**config.mk**
```make
export PLATFORM = sky130hd
export DESIGN_NAME = irq_source
export DESIGN_NICKNAME = d
export VERILOG_FILES = /design/src/rtl/irq_pkg.sv /design/src/rtl/irq_sync.sv /design/src/rtl/irq_source.sv
export SDC_FILE = /design/constraint.sdc
export NUM_CORES = 1
export LEC_CHECK = 0
export ABC_CLOCK_PERIOD_IN_PS = 2500
export CORE_ASPECT_RATIO = 1.75
export CORE_UTILIZATION = 46
export CTS_CLUSTER_DIAMETER = 80
export CTS_CLUSTER_SIZE = 14
export DETAILED_ROUTE_END_ITERATION = 8
export PLACE_DENSITY_LB_ADDON = 0.12
export SYNTH_ARGS = -nofsm -noshare
export SYNTH_HDL_FRONTEND = slang
export SYNTH_SLANG_ARGS = --single-unit
```
**constraint.sdc**
```tcl
create_clock -name CLK -period 2.5 [get_ports CLK]
set_input_delay 0.625 -clock CLK [delete_from_list [all_inputs] [get_ports CLK]]
set_output_delay 0.625 -clock CLK [all_outputs]
set_load 0.03 [all_outputs]
```
**src/rtl/irq_pkg.sv**
```systemverilog
// rtl/irq_pkg.sv - shared interrupt widths and line mode constants
package irq_pkg;

  localparam int IRQ_NLINES = 8;
  localparam int IRQ_IDX_W  = 3;

  // Per-line mode as driven on edge_sel.
  localparam logic IRQ_LEVEL = 1'b0;
  localparam logic IRQ_EDGE  = 1'b1;

endpackage

```
**src/rtl/irq_sync.sv**
```systemverilog
// rtl/irq_sync.sv - single-line flop-chain synchronizer
module irq_sync #(
  parameter int STAGES = 2
) (
  input  logic CLK,
  input  logic RST_N,
  input  logic d,
  output logic q
);

  logic [STAGES-1:0] chain;

  always_ff @(posedge CLK or negedge RST_N) begin
    if (!RST_N) begin
      chain <= '0;
    end else begin
      chain <= {chain[STAGES-2:0], d};
    end
  end

  assign q = chain[STAGES-1];

endmodule

```
**src/rtl/irq_source.sv**
```systemverilog
// rtl/irq_source.sv - interrupt line conditioner feeding the interrupt sequencer
module irq_source
  import irq_pkg::*;
#(
  parameter int NLINES      = IRQ_NLINES,
  parameter int SYNC_STAGES = 2
) (
  input  logic                 CLK,
  input  logic                 RST_N,
  input  logic [NLINES-1:0]    irq_in,
  input  logic [NLINES-1:0]    edge_sel,
  input  logic [NLINES-1:0]    mask,
  input  logic                 irq_busy,
  input  logic                 swi_we,
  input  logic [NLINES-1:0]    swi_data,
  input  logic                 clr_we,
  input  logic [NLINES-1:0]    clr_data,
  input  logic                 ovr_clr_we,
  input  logic [NLINES-1:0]    ovr_clr_data,
  output logic [NLINES-1:0]    interrupts,
  output logic [NLINES-1:0]    pending,
  output logic [NLINES-1:0]    overrun,
  output logic [IRQ_IDX_W-1:0] taken_idx,
  output logic                 taken_valid
);

  localparam logic [2:0] ARM_MAX = 3'(SYNC_STAGES + 1);

  // Lowest index wins, matching the sequencer's priority order.
  function automatic logic [IRQ_IDX_W-1:0] lowest_idx(input logic [NLINES-1:0] v);
    lowest_idx = '0;
    for (int i = NLINES - 1; i >= 0; i--) begin
      if (v[i]) lowest_idx = IRQ_IDX_W'(i);
    end
  endfunction

  logic [NLINES-1:0]    s;
  logic [NLINES-1:0]    p;
  logic [2:0]           arm_cnt;
  logic                 armed;
  logic                 busy_q;
  logic                 busy_rise;
  logic [NLINES-1:0]    edge_ev;
  logic [NLINES-1:0]    level_req;
  logic [NLINES-1:0]    cand;
  logic                 ack_hit;
  logic [IRQ_IDX_W-1:0] ack_idx;
  logic [NLINES-1:0]    ack_bit;
  logic [NLINES-1:0]    set_bits;
  logic [NLINES-1:0]    clr_bits;
  logic [NLINES-1:0]    ovr_set;
  logic [NLINES-1:0]    ovr_clr;

  for (genvar g = 0; g < NLINES; g++) begin : g_sync
    irq_sync #(.STAGES(SYNC_STAGES)) u_sync (
      .CLK   (CLK),
      .RST_N (RST_N),
      .d     (irq_in[g]),
      .q     (s[g])
    );
  end

  // Arm window hides the synchronizer fill so lines held high through reset make no edge.
  assign armed     = (arm_cnt == ARM_MAX);
  assign busy_rise = irq_busy & ~busy_q;

  always_comb begin
    edge_ev   = '0;
    level_req = '0;
    for (int i = 0; i < NLINES; i++) begin
      edge_ev[i]   = (edge_sel[i] == IRQ_EDGE) & armed & s[i] & ~p[i];
      level_req[i] = (edge_sel[i] == IRQ_LEVEL) & s[i];
    end
  end

  assign interrupts = pending | level_req;
  assign cand       = interrupts & mask;
  assign ack_hit    = busy_rise & (|cand);
  assign ack_idx    = lowest_idx(cand);
  assign ack_bit    = ack_hit ? (NLINES'(1) << ack_idx) : '0;

  // Any set source overrides any clear source on the same bit.
  assign set_bits = edge_ev | (swi_we ? swi_data : '0);
  assign clr_bits = (clr_we ? clr_data : '0) | ack_bit;
  assign ovr_set  = edge_ev & pending;
  assign ovr_clr  = ovr_clr_we ? ovr_clr_data : '0;

  always_ff @(posedge CLK or negedge RST_N) begin
    if (!RST_N) begin
      p           <= '0;
      arm_cnt     <= '0;
      busy_q      <= 1'b0;
      pending     <= '0;
      overrun     <= '0;
      taken_idx   <= '0;
      taken_valid <= 1'b0;
    end else begin
      p           <= s;
      busy_q      <= irq_busy;
      pending     <= (pending & ~clr_bits) | set_bits;
      overrun     <= (overrun & ~ovr_clr) | ovr_set;
      taken_valid <= ack_hit;
      if (!armed) begin
        arm_cnt <= arm_cnt + 3'd1;
      end
      if (ack_hit) begin
        taken_idx <= ack_idx;
      end
    end
  end

endmodule

```
==> Word level (Yosys, flattened, before mapping) <==
Cells that the tools add are included.
{ "totals": {"reg_bits": 48, "in_bits": 54, "out_inout_bits": 28, "wordCells": 93} }
{ "op_classes": {"addsub": 1, "eq_ne": 1, "shifts": 1, "n_mux": 12, "bitwise_logic": 62, "n_reduce_logical": 1} }
{ "ops": {"columns": ["op", "count"], "rows": [
  ["bitwise OR 8 bit", 5],
  ["AND 1 bit", 34],
  ["AND 8 bit", 4],
  ["2-to-1 mux 8 bit", 4],
  ["2-to-1 mux 3 bit", 8],
  ["inverter 1 bit", 17],
  ["inverter 8 bit", 2],
  ["OR reduction 8 bit", 1],
  ["<< shifter 1 x 3 -> 8 bit, first input constant", 1],
  ["adder 3 x 1 -> 3 bit, second input constant", 1],
  ["equality test 3 x 2 -> 1 bit, second input constant", 1]
]} }

==> Depth between registers and ports, before layout <==
Gate-level depths: netlist of the first run.
{ "depth": {"word_depth": 18, "mapped_depth": 6, "depth_no_buf": 6} }

==> Hierarchy <==
Synthesis of the first run repeated with hierarchy kept, for this count alone.
{ "unflattened": {"hier_cells": 168, "area_unflattened_um2": 2028.2} }
{ "modules_own_cells": {"columns": ["module", "instances", "cells_each", "area_per_inst_um2"], "rows": [
  ["irq_source", 1, 152, 1627.8],
  ["irq_sync", 8, 2, 50.0]
]} }

==> Worst setup path before layout of the first run <==
No wires, ideal clock.
{ "synth_timing": {"kind": "input-to-reg", "start": "input port edge_sel[6]", "end": "register pending[6]", "setup_ns": 0.126, "t_arrival_ns": 1.731, "setup_slack_ns": 0.643, "path_stages": 6, "n_path_buf": 0, "path_cell_list": "nor2b_4 -> or2_1 -> a21oi_2 -> o221ai_2 -> nand4b_1 -> a221o_1"} }
{ "synth_between": {"elab_chain_cells": 17, "word_cells_on_any_way": 23} }
{ "synth_lines": {"columns": ["item", "line_no", "source"], "rows": [
  ["from (decl)", "irq_source.sv:11", "input logic [NLINES-1:0] edge_sel,"],
  ["inverter 1 bit *", "irq_source.sv:72", "level_req[i] = (edge_sel[i] == IRQ_LEVEL) & s[i];"],
  ["AND 1 bit *", "irq_source.sv:72", null],
  ["bitwise OR 8 bit *", "irq_source.sv:76", "assign interrupts = pending | level_req;"],
  ["via interrupts[6]", "irq_source.sv:20", "output logic [NLINES-1:0] interrupts,"],
  ["AND 8 bit *", "irq_source.sv:77", "assign cand = interrupts & mask;"],
  ["2-to-1 mux 3 bit (7 in a row)", "irq_source.sv:33", "if (v[i]) lowest_idx = IRQ_IDX_W'(i);"],
  ["<< shifter 1 x 3 -> 8 bit", "irq_source.sv:80", "assign ack_bit = ack_hit ? (NLINES'(1) << ack_idx) : '0;"],
  ["2-to-1 mux 8 bit *", "irq_source.sv:80", null],
  ["bitwise OR 8 bit *", "irq_source.sv:84", "assign clr_bits = (clr_we ? clr_data : '0) | ack_bit;"],
  ["inverter 8 bit *", "irq_source.sv:100", "pending <= (pending & ~clr_bits) | set_bits;"],
  ["AND 8 bit *", "irq_source.sv:100", null],
  ["bitwise OR 8 bit *", "irq_source.sv:100", null],
  ["to (signal assigned)", "irq_source.sv:100", null],
  ["to (decl)", "irq_source.sv:21", "output logic [NLINES-1:0] pending,"]
]} }
The timed path passes the listed nets; every way through them passes the cells marked *.
A chain may end at the register's enable or synchronous reset.

==> Worst setup path after layout of the first run <==
{ "layout_timing": {"start": "input port edge_sel[7]", "end": "output port interrupts[7]"} }
{ "layout_between": {"elab_chain_cells": 3} }
{ "layout_lines": {"columns": ["item", "line_no"], "rows": [
  ["inverter 1 bit", "irq_source.sv:72"],
  ["AND 1 bit", "irq_source.sv:72"],
  ["bitwise OR 8 bit", "irq_source.sv:76"],
  ["to (decl)", "irq_source.sv:20"]
]} }
Every way passes these cells.

==> results of run 1 <==
cells in the mapped netlist, types with 2 or more instances:
| cell | number |
|---|---|
| sky130_fd_sc_hd__nor2b_4 | 4 |
| sky130_fd_sc_hd__ha_1 | 2 |
| sky130_fd_sc_hd__and4b_1 | 8 |
| sky130_fd_sc_hd__dfrtp_1 | 48 |
| sky130_fd_sc_hd__o21ai_1 | 5 |
| sky130_fd_sc_hd__a31oi_1 | 4 |
| sky130_fd_sc_hd__o21ai_2 | 2 |
| sky130_fd_sc_hd__clkbuf_1 | 4 |
| sky130_fd_sc_hd__nand2_2 | 2 |
| sky130_fd_sc_hd__inv_1 | 3 |
| sky130_fd_sc_hd__or2_2 | 7 |
| sky130_fd_sc_hd__a21oi_1 | 5 |
| sky130_fd_sc_hd__nor2b_1 | 5 |
| sky130_fd_sc_hd__o21ai_4 | 3 |
| sky130_fd_sc_hd__o21ai_0 | 2 |
| sky130_fd_sc_hd__nand2_1 | 27 |
| sky130_fd_sc_hd__a22o_1 | 8 |
| sky130_fd_sc_hd__a211o_1 | 4 |
| sky130_fd_sc_hd__nor2_1 | 4 |
registers in the layout (all words and copies together) (netlist names):
register,flops
g_sync.u_sync.chain,16
busy_q,1
pending,8
p,8
arm_cnt,3
taken_valid,1
taken_idx,3
overrun,8
repair_timing:
item	CTS	global route
hold endpoints to repair	0	0
endpoints found under the setup margin	8	0
resized for setup	8	0
hold buffers	0	0
layer usage:
| metal | track usage, % | vias up |
|---|---|---|
| met1 | 25.8 | 771 |
| met3 | 3.70 | 7 |
| met2 | 40.9 | 60 |
| met5 | 0 | - |
| met4 | 7.37 | 0 |
| li1 | - | 771 |
worst paths after layout:
| path | to | slack (ns) |
|---|---|---|
| setup / recovery | interrupts[7] | 0.06 |
| hold / removal | g_sync[6].u_sync.chain[1] | 0.35 |
| setup reg to reg | pending[6] | 0.68 |
| hold reg to reg | g_sync[6].u_sync.chain[1] | 0.35 |
| max in group asynchronous | pending[2] | 1.46 |
| min in group asynchronous | p[5] | 0.43 |
final cells by class:
cell class	count	area [µm²]
multi-input combinational	110	788
inverter	3	11.3
clock buffer	6	82.6
clock inverter	2	38.8
tap	49	61.3
fill	303	1100
timing repair buffer	91	871
sequential	48	1200
per-stage QoR:
step	hold WS [ns]	util (%)	area, µm²	power, W	cells
finish	0.353	73.6	3050	0.00198	309
global placement	0.332	70.9	2940	0.00143	301
global route	0.358	73.6	3050	0.00207	309
CTS	0.355	73.6	3050	0.00200	309
detailed placement	0.335	70.9	2940	0.00143	301
floorplan	0.329	-	2020	0.00116	165
power by group:
group / total [W] / leakage, nW / switching [W] / internal (W)
Combinational: 0.000513 / 0.721 / 0.000259 / 0.000254
Sequential: 0.000893 / 0.562 / 0.0000513 / 0.000842
Clock: 0.000573 / 0.0614 / 0.000246 / 0.000327
cell families (layout without fill, tap and decap cells):
| logic type | after synthesis | after routing |
|---|---|---|
| multiplexers | 2 | 2 |
| buffers and inverters | 7 | 102 |
| AND/OR/NAND/NOR | 65 | 65 |
| AO/OA/AOI/OAI | 40 | 40 |
| flip-flops | 48 | 48 |
| XOR/XNOR | 1 | 1 |
| adder cells (fa/ha/maj) | 2 | 2 |
==> run summary, run 1 <==
The final number of max-transition violations was 0. Synthesis inferred 48 register bits. The average instance in the mapped netlist occupies between 10 and 15 µm². Across the run, the number of max-cap violations was 0.

The insertion delay of the later-clocked pin in the worst-skew pair is roughly 0.29 ns. After the first detailed-routing iteration, the DRC count stood at 38. The worst hold path depth came out at 0. In this run the tightest slew margin relative to its limit is ~44%.

The total via count after detailed routing came out at 1609. After synthesis the cells add up to between 2000 and 2500 µm². The wire length of the first global-routing pass is approximately 7500 µm. The proportion of synthesized chip area in sequential cells is about 60%.

Setup slack on the critical path of the routed design comes to slightly above 0.06 ns. The number of cell instances on the worst register-to-register path is 7. The kind of cell with the highest combined delay along the critical path is buffers and inverters. The path type of the worst setup path is input port to output port.

The run finished with clean final reports. The kind of launch point of the worst setup path is an input port. The synthesized design spends more area on one cell type than any other, namely sky130_fd_sc_hd__dfrtp_1.

The clock skew after layout came out at 0.0108 ns. Entering global routing, the biggest net connects 40 pins. For this run, the leading register cell type out of synthesis is sky130_fd_sc_hd__dfrtp_1. The total length of routed met2 wires is approximately 2500 µm. The number of buffers on the longest clock path came out at 2.

For this design the ratio of total power to cell area is between 600 and 700 nW/µm². Sorting the synthesized cells by area gives the leading types as sky130_fd_sc_hd__dfrtp_1 (60%), sky130_fd_sc_hd__nand2_1 (5.0%), sky130_fd_sc_hd__and4b_1 (4.0%). The final hold violation count is 0. The xor and xnor fraction of the mapped netlist area is less than 1%.

The number of unique standard cell types used by synthesis came out at 37. The maximum single-stage delay on the critical path is ~0.53 ns. The layout net count came out at ~320. The startpoint identified for the worst register-to-register timing path is g_sync[0].u_sync.chain[1]. Prior to clock tree synthesis, the placed netlist has a worst setup slack of -0.183 ns. TritonCTS built the clock tree. The data required time of the worst path came out at 1.88 ns. The synthesized netlist devotes 20.2% of its cell area to simple gates. The DRC violation count after routing is 0. Tracing the worst setup path back leads to its startpoint at edge_sel[7]. The total clock buffers created by CTS came out at 5. In this run the top signal layer used is met4. From bottom edge to top edge, the die measures 89.6 µm. Traced cell by cell, the critical path runs through clkdlybuf4s50_1 -> nor2b_4 -> or2_2 -> dlygate4sd2_1. The area growth from synthesis to final layout came out at 51.5%. In the detailed route, the total length drawn on met3 is roughly 230 µm. The actual transition at the worst max-transition pin is ~0.84 ns. The arrival time at the worst endpoint came out at 1.81 ns.

The area share of fa/ha/maj cells after synthesis came out at about 1.2%. The library cells used most frequently in the layout, excluding fill and tap cells, are sky130_fd_sc_hd__clkdlybuf4s50_1 (72), sky130_fd_sc_hd__dfrtp_1 (48), sky130_fd_sc_hd__nand2_1 (27). The yosys synthesis warning count is 0. The worst path in the final design needs a cycle of about 2.4 ns, including I/O delays and setup.

The HPWL after detailed placement came out at 3530 µm. The first-pass iteration count of the detailed router came out at 4. Once the clock tree was built, the setup fixing pass inserted 0 buffers. Summing the areas of all compound-gate instances in the mapped netlist gives 16.0% of the synthesized area. After synthesis, the largest family of logic cells by area is simple AND/OR/NAND/NOR gates. The number of vias per cell after detailed routing is between 5 and 6. The source of the worst hold timing path is g_sync[6].u_sync.chain[0]. Setup repair after global routing left no endpoint under its margin. The number of global-route vias before repair came to between 1500 and 2000. Along the worst path, the maximum fanout reaches 2. The remaining antenna violation count is 0. The floorplan die area came out at 4660 µm². The mux share of post-synthesis cell area is ~1.3%. Once the floorplan was initialized, standard cells occupied about half of the core. The weighted congestion at the end of routability-driven global placement is 0.796.

The total wire length came out at between 4000 and 5000 µm. The achievable clock frequency came out at about 410 MHz. The highest-delay cell along the critical path is sky130_fd_sc_hd__clkdlybuf4s50_1.

In the final routed layout, each cell accounts on average for between 15 and 20 µm. The clock net in this run drives a total of 48 sinks. The residual overflow from global routing came out at 0. The reported leakage power is 1.34 nW. The antenna diode count is 0. In the final layout, the share of cells above drive strength 1 is approximately 17%.

The number of flops mapped to enable cells by yosys is 0. The sum of negative setup slack is 0 ns. The initial antenna violation count is 0. The total nets after synthesis is approximately 220. The worst setup path is captured at an output port. The H-tree depth is 2. The number of buffers and inverters on the critical path is 2. The synthesized netlist cell count came out at roughly 170. The fraction of synthesis flops using an asynchronous set or reset pin is 100%.

The clock-pin slew on the worst setup and hold paths is ~0.090 ns. The path class of the tightest hold or removal check is flip-flop to flip-flop. In this run the core area contains 31 standard-cell rows. Counting buffers and inverters, the worst setup path is 4 cells deep. From left edge to right edge, the die measures roughly 52 µm. The number of port buffers is between 80 and 90. The placeable core region is between 4000 and 5000 µm². The number of ports placed on the die boundary came out at roughly 80. The worst vdd rail ir drop came out at around 0.7 mV. The most frequent standard cell in the layout excluding fill and tap cells is sky130_fd_sc_hd__clkdlybuf4s50_1. Dividing the final minimum period by the clock period gives 97.5%. The final number of setup-violating endpoints is 0. The clock tree root driver cell is sky130_fd_sc_hd__clkbuf_8. The share of the synthesized area in the top cell type is around three fifths. The detailed router put a total of 1840 µm of wire on met1. Global routing consumed, over all layers together, between 20% and 30% of the routing resources.
No activity file was read; power rests on OpenSTA's default activity.
==> inputs of run 2 (changes only) <==
ABC_CLOCK_PERIOD_IN_PS = 2700   (was 2500)
CORE_UTILIZATION = 43   (was 46)
MAX_ROUTING_LAYER = met4   (was default)
clock period = 2.7 ns   (was 2.5 ns; I/O delays follow)
==> run summary, run 2 (same netlist as run 1, synthesis figures left out) <==
Run status: finished clean (unchanged). The number of clock sinks seen by CTS was 48 (unchanged). The reported leakage power is 1.34 nW (about the same). The initial cell density of the core is 45.4% (was 48.6%).

The total length of routed met2 wires is 2450 µm (was 2510 µm). The path category of the worst min-delay check is flip-flop to flip-flop (unchanged). The worst path uses a little over nine tenths of the clock period.

The switching power as a share of total power is 27.6% (was 28.1%). The number of flip-flops under the largest register name is 16 (unchanged). The number of global-route vias before repair was 1591 (was 1674). The final standard cell count with taps included and fillers excluded came to 310 (was 309). The critical path buffer and inverter count is 2 (unchanged).

The global-route usage over all layers is 21.4% (was 22.3%). The biggest fanout along the worst timing path is 2 (unchanged). The achievable clock frequency is 392 MHz. The insertion delay of the later-clocked pin in the worst-skew pair came out at 0.30 ns (was 0.29 ns). The met3 routed wirelength was 244 µm (was 227 µm). The wire length of the first global-routing pass came out at 7360 µm (was 7470 µm). The worst slack on hold paths came to 0.351 ns (was 0.353 ns). The actual transition at the worst max-transition pin is 0.643 ns (was 0.839 ns). The standard cell area after detailed placement came out at 2940 µm² (about the same). The residual overflow from global routing came out at 0 (unchanged).

The final hold violation count was 0 (unchanged). The top metal layer carrying routed signals is met4 (unchanged). The total power per unit cell area is 606 nW/µm² (was 648 nW/µm²).

The worst vdd rail ir drop came to 0.534 mV (was 0.718 mV). The clock tree root driver cell is sky130_fd_sc_hd__clkbuf_8 (unchanged). The maximum single-stage delay on the critical path is 0.53 ns (about the same). The share of total power in the clock network came to 29.7% (was 28.9%). The HPWL after detailed placement came out at 3590 µm (was 3530 µm). The highest-delay cell along the critical path was sky130_fd_sc_hd__clkdlybuf4s50_1 (unchanged). Most frequent cells in the layout: sky130_fd_sc_hd__clkdlybuf4s50_1 (72), sky130_fd_sc_hd__dfrtp_1 (48), sky130_fd_sc_hd__nand2_1 (27) (unchanged). The first-pass iteration count of the detailed router is 4 (unchanged). The total via count after detailed routing came out at 1609 (unchanged). The worst setup slack after layout was 0.151 ns (was 0.0615 ns). The remaining antenna violation count is 0 (unchanged). The arrival time at the worst endpoint is 1.87 ns (was 1.81 ns). Cell chain of the critical path: clkdlybuf4s50_1 -> nor2b_4 -> or2_2 -> dlygate4sd2_1 (unchanged). The path type of the worst setup path is input port to output port (unchanged).

The layout net count came out at 314 (was 315). The number of buffers on the longest clock path came out at 2 (unchanged). The number of vias per cell after detailed routing was 5.19 (was 5.21). The initial antenna violation count is 0 (unchanged).

The mean routed wirelength per cell is 15.1 µm (was 15.0 µm). The placeable core region is 4440 µm² (was 4150 µm²). The internal power came out at 0.00134 W (was 0.00142 W).

The combinational share of power was 25.6% (was 25.9%). The area growth from synthesis to final layout is 51.5% (about the same). The number of ports placed on the die boundary is 82 (unchanged).

The switching power came out at 0.000511 W (was 0.000556 W). The kind of launch point of the worst setup path is an input port (unchanged). The floorplan die area is 4980 µm² (was 4660 µm²). The fill cell total of the finished layout is 340 (was 303). The clock-pin slew on the worst setup and hold paths is 0.08 ns (was 0.09 ns). The sum of routed wire segments on met1 is 1920 µm (was 1840 µm). The most frequent standard cell in the layout excluding fill and tap cells is sky130_fd_sc_hd__clkdlybuf4s50_1 (unchanged). RSZ-0062 raised after global routing: no (unchanged). Subtracting the final worst setup slack from the clock period gives 2.55 ns. The chip height is 92.6 µm (was 89.6 µm).

The post-placement cell count is 302 (was 301). The clock skew after layout is 0.00636 ns (was 0.0108 ns). The number of rows in the core area is 32 (was 31). The worst setup slack before clock tree synthesis came out at -0.0930 ns (was -0.183 ns). The number of port buffers came out at 81 (unchanged). The iteration-0 DRC count of the detailed router is 14 (was 38).

The H-tree depth came out at 2 (unchanged). The DRC violation count after routing came to 0 (unchanged). The max-slew headroom at the worst pin is 57.1% (was 44.1%). The data required time of the worst path is 2.03 ns (was 1.88 ns). The weighted congestion at the end of routability-driven global placement came out at 0.770 (was 0.796).

The final number of max-transition violations is 0 (unchanged). The total clock buffers created by CTS is 5 (unchanged). The final number of setup-violating endpoints came out at 0 (unchanged). The final standard cell area without fillers is 3050 µm² (about the same). The fraction of final layout cells sized beyond drive strength 1 came to 16.6% (was 16.5%).

The total wire length was 4700 µm (was 4650 µm). The capturing element type of the critical path is an output port (unchanged). The maximum number of pins on one net before global-route repair came out at 30 (was 40). The max capacitance violation total is 0 (unchanged). The register ranked first by flip-flop count is g_sync.u_sync.chain (unchanged). The antenna diode count came to 0 (unchanged).

The portion of total power attributed to sequential cells came out at 44.7% (was 45.1%). The CTS tree is done (unchanged). The family with the most delay on the worst path is buffers and inverters (unchanged). The x dimension of the die is 53.8 µm (was 52.0 µm).
==> run 2: cell type report <==
| type | instances | area (µm²) | share of cell area (%) |
|---|---|---|---|
| Clock inverter | 1 | 30.0 | 0.984 |
| Tap cell | 51 | 63.8 | 2.09 |
| Inverter | 3 | 11.3 | 0.369 |
| Multi-Input combinational cell | 110 | 788 | 25.8 |
| Clock buffer | 7 | 96.3 | 3.16 |
| Sequential cell | 48 | 1200 | 39.3 |
| Timing Repair Buffer | 90 | 862 | 28.2 |
==> run 2: final timing paths <==
path,from,to,slack (ns),cells past startpoint
min in group asynchronous,RST_N,g_sync[3].u_sync.chain[0],0.40,1
hold reg to reg,g_sync[0].u_sync.chain[0],g_sync[0].u_sync.chain[1],0.35,0
hold / removal,g_sync[0].u_sync.chain[0],g_sync[0].u_sync.chain[1],0.35,0
max in group asynchronous,RST_N,p[7],1.71,2
setup reg to reg,g_sync[5].u_sync.chain[1],pending[6],0.83,7
setup / recovery,edge_sel[2],interrupts[2],0.15,4
==> run 2: metrics by stage <==
stage	total power, W	utilization, %	setup TNS (ns)
6_report	0.00185	68.7	0
3_3_place_gp	0.00132	66.0	-0.357
4_1_cts	0.00187	68.7	0
3_5_place_dp	0.00133	66.0	-0.437
2_1_floorplan	0.00108	-	0
5_1_grt	0.00194	68.7	0
==> run 2: power by group through the flow <==
stage / registers [W] / logic, W / clock network [W]
detailed placement: 0.000841 / 0.000485 / 0
global route: 0.000836 / 0.000508 / 0.000593
finish: 0.000827 / 0.000474 / 0.000550
CTS: 0.000827 / 0.000478 / 0.000561
floorplan: 0.000918 / 0.000158 / 0
global placement: 0.000840 / 0.000480 / 0
==> run 2: worst reg2reg max path: stages (launching register included) <==
cell                       delay [ns]
sky130_fd_sc_hd__dfrtp_1         0.40
sky130_fd_sc_hd__nor2b_1         0.14
sky130_fd_sc_hd__buf_4           0.12
sky130_fd_sc_hd__o21ai_1         0.24
sky130_fd_sc_hd__nand2_1         0.11
sky130_fd_sc_hd__o221ai_2        0.27
sky130_fd_sc_hd__nand4b_1        0.18
sky130_fd_sc_hd__a221o_1         0.31
==> run 2: what timing repair did <==
item / CTS / global route
buffers inserted: 0 / 0
hold buffers: 0 / 0
gates resized for setup: 7 / 0
setup endpoints to repair: 7 / 0
==> run 2: routing by layer <==
metal	up-vias	track usage, %
met3	6	4.27
met5	-	-
met1	771	24.8
met4	0	8.33
li1	776	-
met2	56	35.1
